--- config.mk ---
export PLATFORM = sky130hd
export DESIGN_NAME = seg7_scan_driver
export DESIGN_NICKNAME = d
export VERILOG_FILES = /design/src/rtl/seg7_pkg.sv /design/src/rtl/hex_to_7seg.sv /design/src/rtl/seg7_scan_driver.sv
export SDC_FILE = /design/constraint.sdc
export NUM_CORES = 1
export LEC_CHECK = 0
export CAP_MARGIN = 20
export CORE_UTILIZATION = 55
export CTS_CLUSTER_DIAMETER = 50
export CTS_CLUSTER_SIZE = 12
export DETAILED_ROUTE_END_ITERATION = 8
export GPL_TIMING_DRIVEN = 1
export HOLD_SLACK_MARGIN = 0.15
export PLACE_DENSITY = 0.79
export SLEW_MARGIN = 40
export SYNTH_ARGS = -nofsm -noshare
export SYNTH_HDL_FRONTEND = slang
export SYNTH_SLANG_ARGS = --single-unit
--- constraint.sdc ---
create_clock -name clk -period 3 [get_ports clk]
set_input_delay 0.9 -clock clk [delete_from_list [all_inputs] [get_ports clk]]
set_output_delay 0.9 -clock clk [all_outputs]
set_load 0.01 [all_outputs]
--- src/rtl/seg7_pkg.sv ---
// Shared constants for the 7-segment display drivers.
// Segment byte layout is {dp,a,b,c,d,e,f,g}, active high; anodes are active low, all-ones = off.
package seg7_pkg;

  localparam int SEG_W          = 8;
  localparam int DEF_NUM_DIGITS = 8;

  localparam logic [SEG_W-1:0] SEG_BLANK = 8'h00;

  typedef logic [6:0] glyph_t;

endpackage

--- src/rtl/hex_to_7seg.sv ---
// Hex nibble to 7-segment glyph {a,b,c,d,e,f,g}, active high; letters b and d are lowercase.
module hex_to_7seg
  import seg7_pkg::*;
(
  input  logic [3:0] hex,
  output glyph_t     seg
);

  always_comb begin
    seg = 7'h00;
    unique case (hex)
      4'h0: seg = 7'h7E;
      4'h1: seg = 7'h30;
      4'h2: seg = 7'h6D;
      4'h3: seg = 7'h79;
      4'h4: seg = 7'h33;
      4'h5: seg = 7'h5B;
      4'h6: seg = 7'h5F;
      4'h7: seg = 7'h70;
      4'h8: seg = 7'h7F;
      4'h9: seg = 7'h7B;
      4'hA: seg = 7'h77;
      4'hB: seg = 7'h1F;
      4'hC: seg = 7'h4E;
      4'hD: seg = 7'h3D;
      4'hE: seg = 7'h4F;
      4'hF: seg = 7'h47;
      default: seg = 7'h00;
    endcase
  end

endmodule

--- src/rtl/seg7_scan_driver.sv ---
// Time-multiplexed common-anode 7-segment scanner with frame-synchronous double-buffered loads.
// Optional macro LEADING_ZERO_BLANK_EN: digits above the highest nonzero digit show only their dp.
module seg7_scan_driver
  import seg7_pkg::*;
#(
  parameter int NUM_DIGITS   = DEF_NUM_DIGITS,
  parameter int SCAN_DIV     = 50000,
  parameter int BLANK_CYCLES = 16
) (
  input  logic                    clk,
  input  logic                    rst_n,
  input  logic                    en,
  input  logic [4*NUM_DIGITS-1:0] data_in,
  input  logic [NUM_DIGITS-1:0]   dp_in,
  input  logic                    data_valid,
  output logic                    data_ready,
  output logic [SEG_W-1:0]        seg,
  output logic [NUM_DIGITS-1:0]   an
);

  localparam int CNT_W = (SCAN_DIV > 1) ? $clog2(SCAN_DIV) : 1;
  localparam int IDX_W = $clog2(NUM_DIGITS);

  localparam logic [CNT_W-1:0] CNT_LAST = CNT_W'(SCAN_DIV - 1);
  localparam logic [IDX_W-1:0] IDX_LAST = IDX_W'(NUM_DIGITS - 1);

  typedef logic [NUM_DIGITS-1:0][3:0] digits_t;

  logic [CNT_W-1:0]      cnt;
  logic [IDX_W-1:0]      idx;
  digits_t               act;
  digits_t               pend;
  logic [NUM_DIGITS-1:0] act_dp;
  logic [NUM_DIGITS-1:0] pend_dp;
  logic                  pend_full;

  logic   slot_end;
  logic   boundary;
  logic   blank;
  logic   hide;
  glyph_t glyph;

  assign slot_end   = en && (cnt == CNT_LAST);
  assign boundary   = slot_end && (idx == IDX_LAST);
  assign blank      = int'(cnt) < BLANK_CYCLES;
  assign data_ready = ~pend_full;

  hex_to_7seg u_dec (
    .hex (act[idx]),
    .seg (glyph)
  );

`ifdef LEADING_ZERO_BLANK_EN
  logic [NUM_DIGITS-1:0] lead_zero;
  logic                  zero_above;

  // Walk down from the top digit; a digit is blanked while everything at or above it is zero.
  always_comb begin
    lead_zero  = '0;
    zero_above = 1'b1;
    for (int unsigned k = NUM_DIGITS - 1; k > 0; k--) begin
      zero_above              = zero_above && (act[IDX_W'(k)] == 4'h0);
      lead_zero[IDX_W'(k)]    = zero_above;
    end
  end

  assign hide = lead_zero[idx];
`else
  assign hide = 1'b0;
`endif

  always_ff @(posedge clk or negedge rst_n) begin
    if (!rst_n) begin
      cnt       <= '0;
      idx       <= '0;
      act       <= '0;
      act_dp    <= '0;
      pend      <= '0;
      pend_dp   <= '0;
      pend_full <= 1'b0;
      an        <= '1;
      seg       <= SEG_BLANK;
    end else begin
      if (!en || blank) begin
        an  <= '1;
        seg <= SEG_BLANK;
      end else begin
        an  <= ~(NUM_DIGITS'(1) << idx);
        seg <= {act_dp[idx], hide ? 7'h00 : glyph};
      end

      if (en) begin
        if (slot_end) begin
          cnt <= '0;
          idx <= (idx == IDX_LAST) ? '0 : idx + IDX_W'(1);
        end else begin
          cnt <= cnt + CNT_W'(1);
        end
      end

      // A full pending buffer blocks new loads, so apply and accept never coincide.
      if (boundary && pend_full) begin
        act       <= pend;
        act_dp    <= pend_dp;
        pend_full <= 1'b0;
      end else if (data_valid && !pend_full) begin
        pend      <= data_in;
        pend_dp   <= dp_in;
        pend_full <= 1'b1;
      end
    end
  end

endmodule

==> results of run 1 <==
cells in the final DEF, fill, tap and decap left out, types with 8 or more instances in the layout:
cell type | netlist | layout
inv_1 | 9 | 9
nand2_1 | 24 | 24
mux4_2 | 8 | 8
clkbuf_16 | 0 | 16
mux2_2 | 44 | 44
buf_4 | 0 | 8
ha_1 | 13 | 13
mux2_4 | 39 | 39
dfrtp_1 | 108 | 108
dfstp_2 | 8 | 8
clkdlybuf4s50_1 | 0 | 59
o21ai_0 | 8 | 8
xnor2_1 | 8 | 8
nor2_1 | 18 | 18
sequential cells by signal, indices dropped and copies added (netlist names):
name	flops
seg	8
cnt	16
idx	3
act	32
an	8
act_dp	8
pend	32
pend_dp	8
pend_full	1
through the flow:
step	hold WS [ps]	power [mW]
2_1_floorplan	468	2.04
3_3_place_gp	484	2.25
3_5_place_dp	491	2.28
4_1_cts	453	4.14
5_1_grt	478	4.29
6_report	434	4.12
worst max-delay path, cell delays in order, from the launching register on:
cell and delay, ps:
dfrtp_1 770, mux4_2 590, mux2i_1 160, buf_4 170, inv_1 60, ha_1 200
inv_1 120, mux2i_1 80, a221oi_1 260
cells by family after synthesis:
logic type,Yosys count,share of synthesized area
DFF,116,0.562
buffers and inverters,24,0.0241
muxes,99,0.259
AOI/OAI and AO/OA,26,0.0340
and+or+nand+nor,70,0.0678
xor gates and xnor gates,13,0.0219
adders and majority gates,13,0.0314
how the worst max path moves through the flow:
stage,cells after the start,slack (ps),to,startpoint
2_1_floorplan,6,500,act[0]$_DFFE_PN0P_,en
3_3_place_gp,6,270,cnt[14]$_DFFE_PN0P_,en
3_5_place_dp,6,210,cnt[14]$_DFFE_PN0P_,en
4_1_cts,8,410,seg[1]$_DFF_PN0_,idx[1]$_DFFE_PN0P_
5_1_grt,7,340,seg[1]$_DFF_PN0_,idx[1]$_DFFE_PN0P_
6_report,8,460,seg[1]$_DFF_PN0_,idx[1]$_DFFE_PN0P_
report_power, final:
group / internal (mW) / switching, mW
clock: 1.18 / 0.687
sequential: 1.71 / 0.101
combinational: 0.242 / 0.195
total: 3.13 / 0.983
synthesized netlist by cell type (2+ instances only):
master	n
or3_1	3
xor2_1	5
mux2_4	39
nand2_1	24
dfrtp_1	108
o21ai_0	8
a221oi_1	2
ha_1	13
mux2_2	44
xnor2_1	8
buf_6	4
mux2i_1	7
inv_1	9
nor3_1	3
buf_2	4
nor2b_1	2
nand4_1	6
nor4_1	2
a21oi_1	4
nor2_1	18
o31a_1	2
nand3_1	5
mux4_2	8
dfstp_2	8
clkbuf_1	7
o2111ai_1	2
final cells by class:
class	count	area share
Clock buffer	23	0.0733
Clock inverter	9	0.0119
Inverter	9	0.00519
Multi-Input combinational cell	221	0.331
Sequential cell	116	0.448
Tap cell	111	0.0213
Timing Repair Buffer	70	0.109
per-layer routing:
layer | GRT usage | part of all wire | vias up
li1 | - | - | 1435
met1 | 0.275 | 0.44 | 1589
met2 | 0.374 | 0.52 | 79
met3 | 0.0583 | 0.030 | 9
met4 | 0.0939 | 0.010 | 0
met5 | 0 | 0 | -
==> results.txt, run 1 <==
Critical Path Sink Type: register
Register area share after synthesis: 0.562
Routed vias: 3112
Port Buf Inserts: 60
Mapped cell area: 5190 um2
Hold Buf Count CTS: 0
Num CTS Buffers: 17
Synth cell types: 42
Initial Utilization: 0.564
Cells after Synth: 361
Core area: 9200 um2
DR vias/cell: 5.57
Die Area: 9820 um2
Yosys reg bits: 116
Leakage: 3.08 nW
Detailed Route Iter0 Violations: 148
Multi-input logic area: 2160 um2
Worst Path Arrival: 2950 ps
Core Rows: 35
WL per Instance: 17.5 um
Diodes inserted: 0
Post-cts resize count: 0
Pre-CTS WS: 209 ps
Critical Path Fanout Max: 15
Tightest Hold Check Type: in -> async
Slew headroom: 0.478
# Post-CTS Setup Buffers: 0
Post-route antenna net violation count: 0
Latest clock arrival within the worst-skew pair: 520 ps
Worst r2r src: idx[1]$_DFFE_PN0P_
WP data required: 3410 ps
Final setup vio count: 0
Worst vdd ir: 0.389 mV
RePlAce Congestion: 0.828
Worst Skew: 8.54 ps
Final std cell area, no fill: 6510 um2
Top-area cell type share of the netlist area: 0.521
Final nets: 492
Minimum clock period: 2540 ps
CTS max path bufs: 2
Final Routed Wirelength: 9.76 mm
Initial antenna violation count: 0
Largest net degree at the start of global routing: 57
Max_cap viols: 0
Post-route DRC: 0
DPL Wire Length: 6.36 mm
Fin. Hold Viols: 0
IO Pins: 61
FF+latch area: 2910 um2
Crit Path Category: reg -> reg
Flop-to-flop setup slack: 460 ps
First-pass GRT wire length: 16.3 mm
Mean Syn Cell Area: 14.4 um2
Die width: 99.1 um
Total clock sinks: 116
Congestion Overflow GR: 0
Root buffer cell: clkbuf_8
Main synth FF type: dfrtp_1
Fin worst setup slack: 458 ps
Synth async-reset ratio: 1.00
Synth top area cells: dfrtp_1 52%, mux2_4 11%, mux2_2 9.6%, dfstp_2 4.1%, mux4_2 3.5%
Pwr dens: 632 nW/um2
Worst setup SP type: register
Capture point of the worst reg-to-reg path: seg[1]$_DFF_PN0_
Fin Setup TNS: 0 ps
Number of synthesized flops with an enable pin: 0
Yosys Warn Count: 0
Die Height: 99.1 um
Filler Cells Inserted: 592
Depth of the worst register-to-register path: 8
Final Non-Filler Cells: 559
Layout area overhead: 25.4%
Post-synth net total: 418
Area after DPL: 5950 um2
F_max: 393 MHz
H-tree levels: 4
Status: complete, no violations
Fin crit share: 0.847
GRT Total Usage: 0.222
Vias in the first global route: 3305
Placed Cells: 527
Measured slew at the worst slew-check pin: 776 ps
Fin util: 0.708
Layout cell share with drive strength beyond 1: 0.326
Unrepaired setup endpoints after global routing: no
CTS tree: built
First-pass detailed-route iteration total: 4
Largest area contributor in the netlist: dfrtp_1
Clock Pin Slew Worst Setup and Hold Paths: 60 ps
Slew Viols, Final: 0
Power figures use the tool's default switching activity.
==> run 2, diff against run 1 <==
Settings changed: CORE_UTILIZATION 55 to 50, PLACE_DENSITY 0.79 to 0.75.
Clock period 3 ns to 2.2 ns, I/O delays scaled along.
==> run 2 against run 1 <==
Against the previous run:
- clock power rose by 52%
- die area rose by 9.8%
- clock-buffer cell count fell by 1
- global-route usage fell by 2.5 points
- hold slack improved by 67 ps
- first-iteration DRC count fell by 12%
- largest cell class unchanged
==> results.txt, run 2 (synthesis gave the netlist of run 1 again) <==
FF+latch area: 2920 um2 (about the same)
Root buffer cell: clkbuf_8
Worst Path Arrival: 2500 ps (-450 ps)
Critical Path Fanout Max: 12 (-3)
Worst vdd ir: 0.536 mV (+38%)
Cell internal pwr: 4.55 mW (+45%)
Clock Pin Slew Worst Setup and Hold Paths: 60 ps (about the same)
Core area: 9910 um2 (+7.8%)
Max_cap viols: 0 (unchanged)
CTS tree: built
CP max stage delay: 490 ps (-280 ps)
Depth of the worst register-to-register path: 6 (-2)
IO Pins: 61 (unchanged)
Worst Hold Depth: 1
Worst r2r src: idx[1]$_DFFE_PN0P_
Num CTS Buffers: 17 (unchanged)
Minimum clock period: 2110 ps (-433 ps)
First-pass detailed-route iteration total: 6 (+2)
Critical Path Sink Type: register
Final Routed Wirelength: 9.69 mm (-0.74%)
Measured slew at the worst slew-check pin: 453 ps (-323 ps)
RePlAce Congestion: 0.795 (-3.9%)
Worst setup SP type: register
First-pass GRT wire length: 16.6 mm (+1.7%)
Initial antenna violation count: 0 (unchanged)
Fin worst setup slack: 90.8 ps (-367 ps)
Core Rows: 36 (+2.9%)
Die Height: 104 um (+4.8%)
Sw power: 1.38 mW (+40%)
Comb pwr share: 0.110 (+0.004)
Capture point of the worst reg-to-reg path: seg[6]$_DFF_PN0_
DR vias/cell: 5.24 (-5.9%)
Layout area overhead: 31.3%
Die Area: 10800 um2 (+9.8%)
GRT Total Usage: 0.198 (-0.0246)
Leakage: 3.20 nW (+4.0%)
Status: complete, no violations
CP top delay family: simple AND/OR/NAND/NOR gates
CTS max path bufs: 2 (unchanged)
Diodes inserted: 0 (unchanged)
Slew headroom: 0.698 (+0.220)
DPL Wire Length: 6.58 mm (+3.5%)
Largest regs: act x32, pend x32, cnt x16
Filler Cells Inserted: 679 (+15%)
Post-route DRC: 0 (unchanged)
Worst path slowest cell: dfrtp_2
Pre-CTS WS: -218 ps (-427 ps)
Detailed Route Iter0 Violations: 130 (-12%)
Switching Share: 0.232 (-0.00670)
Die width: 104 um (+4.8%)
Commonest cells after routing, fill and taps aside: 106 x dfrtp_1, 50 x clkdlybuf4s50_1, 44 x mux2_2
Multi-input logic area: 2190 um2 (+1.7%)
Total clock sinks: 116 (unchanged)
Hold slack: 501 ps (+66.8 ps)
Congestion Overflow GR: 0 (unchanged)
Worst Skew: 6.64 ps (-1.91 ps)
H-tree levels: 4 (unchanged)
WL per Instance: 16.2 um (-7.2%)
Routed vias: 3134 (+0.71%)
Largest net degree at the start of global routing: 38 (-33%)
Hold Path Origin: pend[21]$_DFFE_PN0P_
Vias in the first global route: 3366 (+1.8%)
Port Buf Inserts: 60 (unchanged)
F_max: 474 MHz (+21%)
Layout cell share with drive strength beyond 1: 0.366 (+0.0397)
Commonest non-fill, non-tap cell in the layout: dfrtp_1
Buf/Inv on CP: 1 (-2)
Seq pwr share: 0.415 (-0.026)
Crit Path Category: reg -> reg
Pwr dens: 871 nW/um2 (+38%)
Latest clock arrival within the worst-skew pair: 510 ps (about the same)
Fin crit share: 0.959 (+0.111)
Slew Viols, Final: 0 (unchanged)
Initial Utilization: 0.523 (-0.0406)
Tightest Hold Check Type: reg -> reg
Hold EP: act[21]$_DFFE_PN0P_
Fin. Hold Viols: 0 (unchanged)
CP cell instances: buf_4 -> nor2b_1 -> a22o_1 -> or2_2 -> and3_1 -> o31a_1
Flop-to-flop setup slack: 90 ps (-370 ps)
Final setup vio count: 0 (unchanged)
Clock power frac: 0.476 (+0.023)
Post-route antenna net violation count: 0 (unchanged)
WP data required: 2590 ps (-820 ps)
Final nets: 509 (+3.5%)
-- run 2: cell types whose count changed in the layout (fill, tap and decap cells not counted), sizes merged, moves of 2 or more --
cell | before | now
bufinv | 1 | 3
dlygate4sd2 | 0 | 9
buf | 11 | 27
clkdlybuf4s50 | 59 | 50
-- run 2: area by class of cell --
type                            instances  area share
Sequential cell                       116       0.428
Multi-Input combinational cell        221       0.322
Timing Repair Buffer                   87       0.129
Clock buffer                           22      0.0694
Tap cell                              133      0.0244
Clock inverter                         10      0.0217
Inverter                                9     0.00496
-- run 2: per-layer routing --
metal | up-vias | global-route usage | share of wire
met5 | - | 0 | 0
met2 | 81 | 0.314 | 0.48
met1 | 1569 | 0.263 | 0.46
li1 | 1465 | - | -
met3 | 19 | 0.0482 | 0.038
met4 | 0 | 0.0806 | 0.022
-- run 2: worst max path at each step --
stage,start,end,depth (start not counted),slack [ps]
6_report,idx[1]$_DFFE_PN0P_,seg[6]$_DFF_PN0_,6,90
3_3_place_gp,en,cnt[14]$_DFFE_PN0P_,6,-210
3_5_place_dp,en,cnt[14]$_DFFE_PN0P_,6,-220
5_1_grt,idx[1]$_DFFE_PN0P_,seg[3]$_DFF_PN0_,7,-6
4_1_cts,idx[1]$_DFFE_PN0P_,seg[1]$_DFF_PN0_,7,30
2_1_floorplan,idx[1]$_DFFE_PN0P_,seg[1]$_DFF_PN0_,8,-8
-- run 2: what timing repair did --
action | in CTS | in global routing
endpoints found under the setup margin | 15 | 6
hold endpoints to repair | 21 | 0
hold buffers | 1 | 0
setup buffers | 0 | 0
gates resized for setup | 11 | 5
-- run 2: per-stage QoR --
stage	total power [mW]	cells	TNS (ps)	area (um2)	util
global route	6.15	598	-5.55	6810	0.687
global placement	3.13	565	-5700	6160	0.621
floorplan	2.78	361	-7.76	5190	-
finish	5.93	598	0	6810	0.687
CTS	5.97	598	0	6780	0.684
detailed placement	3.15	565	-7310	6160	0.621
-- run 2: power groups by stage --
stage          registers, mW  clock network (mW)  logic [mW]
2_1_floorplan           2.50                   0       0.283
3_3_place_gp            2.49                   0       0.634
3_5_place_dp            2.50                   0       0.649
4_1_cts                 2.46                2.86       0.651
5_1_grt                 2.49                2.95       0.715
6_report                2.46                2.82       0.650
==> run 3, diff against run 2 <==
Settings changed: RECOVER_POWER set to 100.
==> run 3 against run 2 <==
Against the previous run:
- non-clock buffer count is the same
- register-to-register slack is essentially flat
- clock-buffer cell count is the same
- design area shrank 1.3%
- largest power group unchanged
==> results.txt, run 3 (synthesis gave the netlist of run 1 again) <==
Status: complete, no violations
Top layer in use: met4
CTS tree: built
Vias in the first global route: 3366 (unchanged)
Largest net degree at the start of global routing: 38 (unchanged)
Pre-CTS WS: -218 ps (unchanged)
Slew Viols, Final: 0 (unchanged)
Worst Path Arrival: 2490 ps (about the same)
Die width: 104 um (unchanged)
WP data required: 2580 ps (about the same)
Detailed Route Iter0 Violations: 126 (-3.1%)
Die Area: 10800 um2 (unchanged)
Fin worst setup slack: 86.7 ps (-4.05 ps)
Largest regs: act x32, pend x32, cnt x16
Critical Path Fanout Max: 7 (-5)
Layout cell share with drive strength beyond 1: 0.351 (-0.0151)
Core area: 9910 um2 (unchanged)
Post-route antenna net violation count: 0 (unchanged)
Core Rows: 36 (unchanged)
Pwr dens: 875 nW/um2 (+0.52%)
F_max: 473 MHz (-0.19%)
Leakage: 3.18 nW (-0.71%)
GRT Total Usage: 0.198 (unchanged)
WL met2: 4.64 mm (-0.13%)
Clock Pin Slew Worst Setup and Hold Paths: 60 ps (about the same)
Measured slew at the worst slew-check pin: 663 ps (+210 ps)
Worst setup SP type: register
RePlAce Congestion: 0.795 (unchanged)
Routed wl met3: 342 um (-6.0%)
WL met1: 4.46 mm (-0.27%)
Fin util: 0.679 (-0.00871)
Total clock sinks: 116 (unchanged)
Final Routed Wirelength: 9.65 mm (-0.32%)
H-tree levels: 4 (unchanged)
Filler Cells Inserted: 697 (+2.7%)
Layout area overhead: 29.6%
Worst Skew: 7.00 ps (+0.365 ps)
First-pass detailed-route iteration total: 4 (-2)
Slew headroom: 0.558 (-0.140)
Critical Path Sink Type: register
CTS max path bufs: 2 (unchanged)
# Post-CTS Setup Buffers: 0 (unchanged)
IO Pins: 61 (unchanged)
Diodes inserted: 0 (unchanged)
Commonest non-fill, non-tap cell in the layout: dfrtp_1
Tightest Hold Check Type: reg -> reg
Final nets: 509 (unchanged)
Num CTS Buffers: 17 (unchanged)
First-pass GRT wire length: 16.6 mm (unchanged)
Minimum clock period: 2110 ps (+4.05 ps)
Latest clock arrival within the worst-skew pair: 510 ps (about the same)
Fin. Hold Viols: 0 (unchanged)
Max_cap viols: 0 (unchanged)
WL per Instance: 16.1 um (-0.32%)
Initial antenna violation count: 0 (unchanged)
Worst vdd ir: 0.535 mV (-0.18%)
Routed vias: 3137 (+0.096%)
DR vias/cell: 5.25 (about the same)
DPL Wire Length: 6.58 mm (unchanged)
Fin crit share: 0.961 (+0.00184)
Final setup vio count: 0 (unchanged)
Port Buf Inserts: 60 (unchanged)
Congestion Overflow GR: 0 (unchanged)
Post-route DRC: 0 (unchanged)
Commonest cells after routing, fill and taps aside: 107 x dfrtp_1, 44 x mux2_2, 41 x clkdlybuf4s50_1
Crit Path Category: reg -> reg
Root buffer cell: clkbuf_8
Die Height: 104 um (unchanged)
Initial Utilization: 0.523 (unchanged)
## run 3: cell count changes in the layout (fill, tap and decap cells not counted), sizes merged
cell	change
dlygate4sd3	+9
clkbuf	+12
clkdlybuf4s50	-9
buf	-12
## run 3: cell type report
type	instances	area, um2	share of cell area
Clock buffer	22	473	0.0703
Sequential cell	116	2910	0.433
Inverter	9	33.8	0.00502
Tap cell	133	166	0.0247
Timing Repair Buffer	87	802	0.119
Clock inverter	10	148	0.0220
Multi-Input combinational cell	221	2190	0.325
## run 3: routing by layer
metal / GRT usage / vias up
li1: - / 1465
met5: 0 / -
met1: 0.263 / 1565
met2: 0.314 / 82
met4: 0.0806 / 0
met3: 0.0482 / 25
## run 3: stage by stage
step                hold WS [ps]  area, um2  setup TNS, ps  cells  power, mW
finish                       501       6720              0    598       5.89
global route                 518       6720          -5.55    598       6.11
CTS                          505       6780              0    598       5.97
detailed placement           492       6160          -7310    565       3.15
global placement             484       6160          -5700    565       3.13
floorplan                    364       5190          -7.76    361       2.78
## run 3: final timing paths
path                                     from                  to  slack, ps  cells past startpoint
setup / recovery           idx[1]$_DFFE_PN0P_    seg[3]$_DFF_PN0_         90                      7
hold / removal             cnt[7]$_DFFE_PN0P_  cnt[7]$_DFFE_PN0P_        500                      1
setup reg to reg           idx[1]$_DFFE_PN0P_    seg[3]$_DFF_PN0_         90                      7
hold reg to reg            cnt[7]$_DFFE_PN0P_  cnt[7]$_DFFE_PN0P_        500                      1
max in group asynchronous               rst_n     an[6]$_DFF_PN1_        470                      3
min in group asynchronous               rst_n  cnt[6]$_DFFE_PN0P_        720                      2
## run 3: power breakdown
part / internal [mW] / leakage [nW] / switching (mW)
logic: 0.328 / 1.39 / 0.283
registers: 2.34 / 1.50 / 0.121
clock network: 1.85 / 0.294 / 0.966
## run 3: worst max-delay path, stage by stage (launching register included)
cell and delay, ps:
dfrtp_2 490, mux4_2 570, mux2i_4 180, buf_4 160, ha_1 250, o21ai_0 140
o2111ai_1 120, nand2_1 80
## run 3: what timing repair did
| item | in CTS | in global routing |
|---|---|---|
| setup endpoints to repair | 15 | 6 |
| gates resized for setup | 11 | 5 |
| endpoints found under the hold margin | 21 | 0 |
| hold buffers | 1 | 0 |
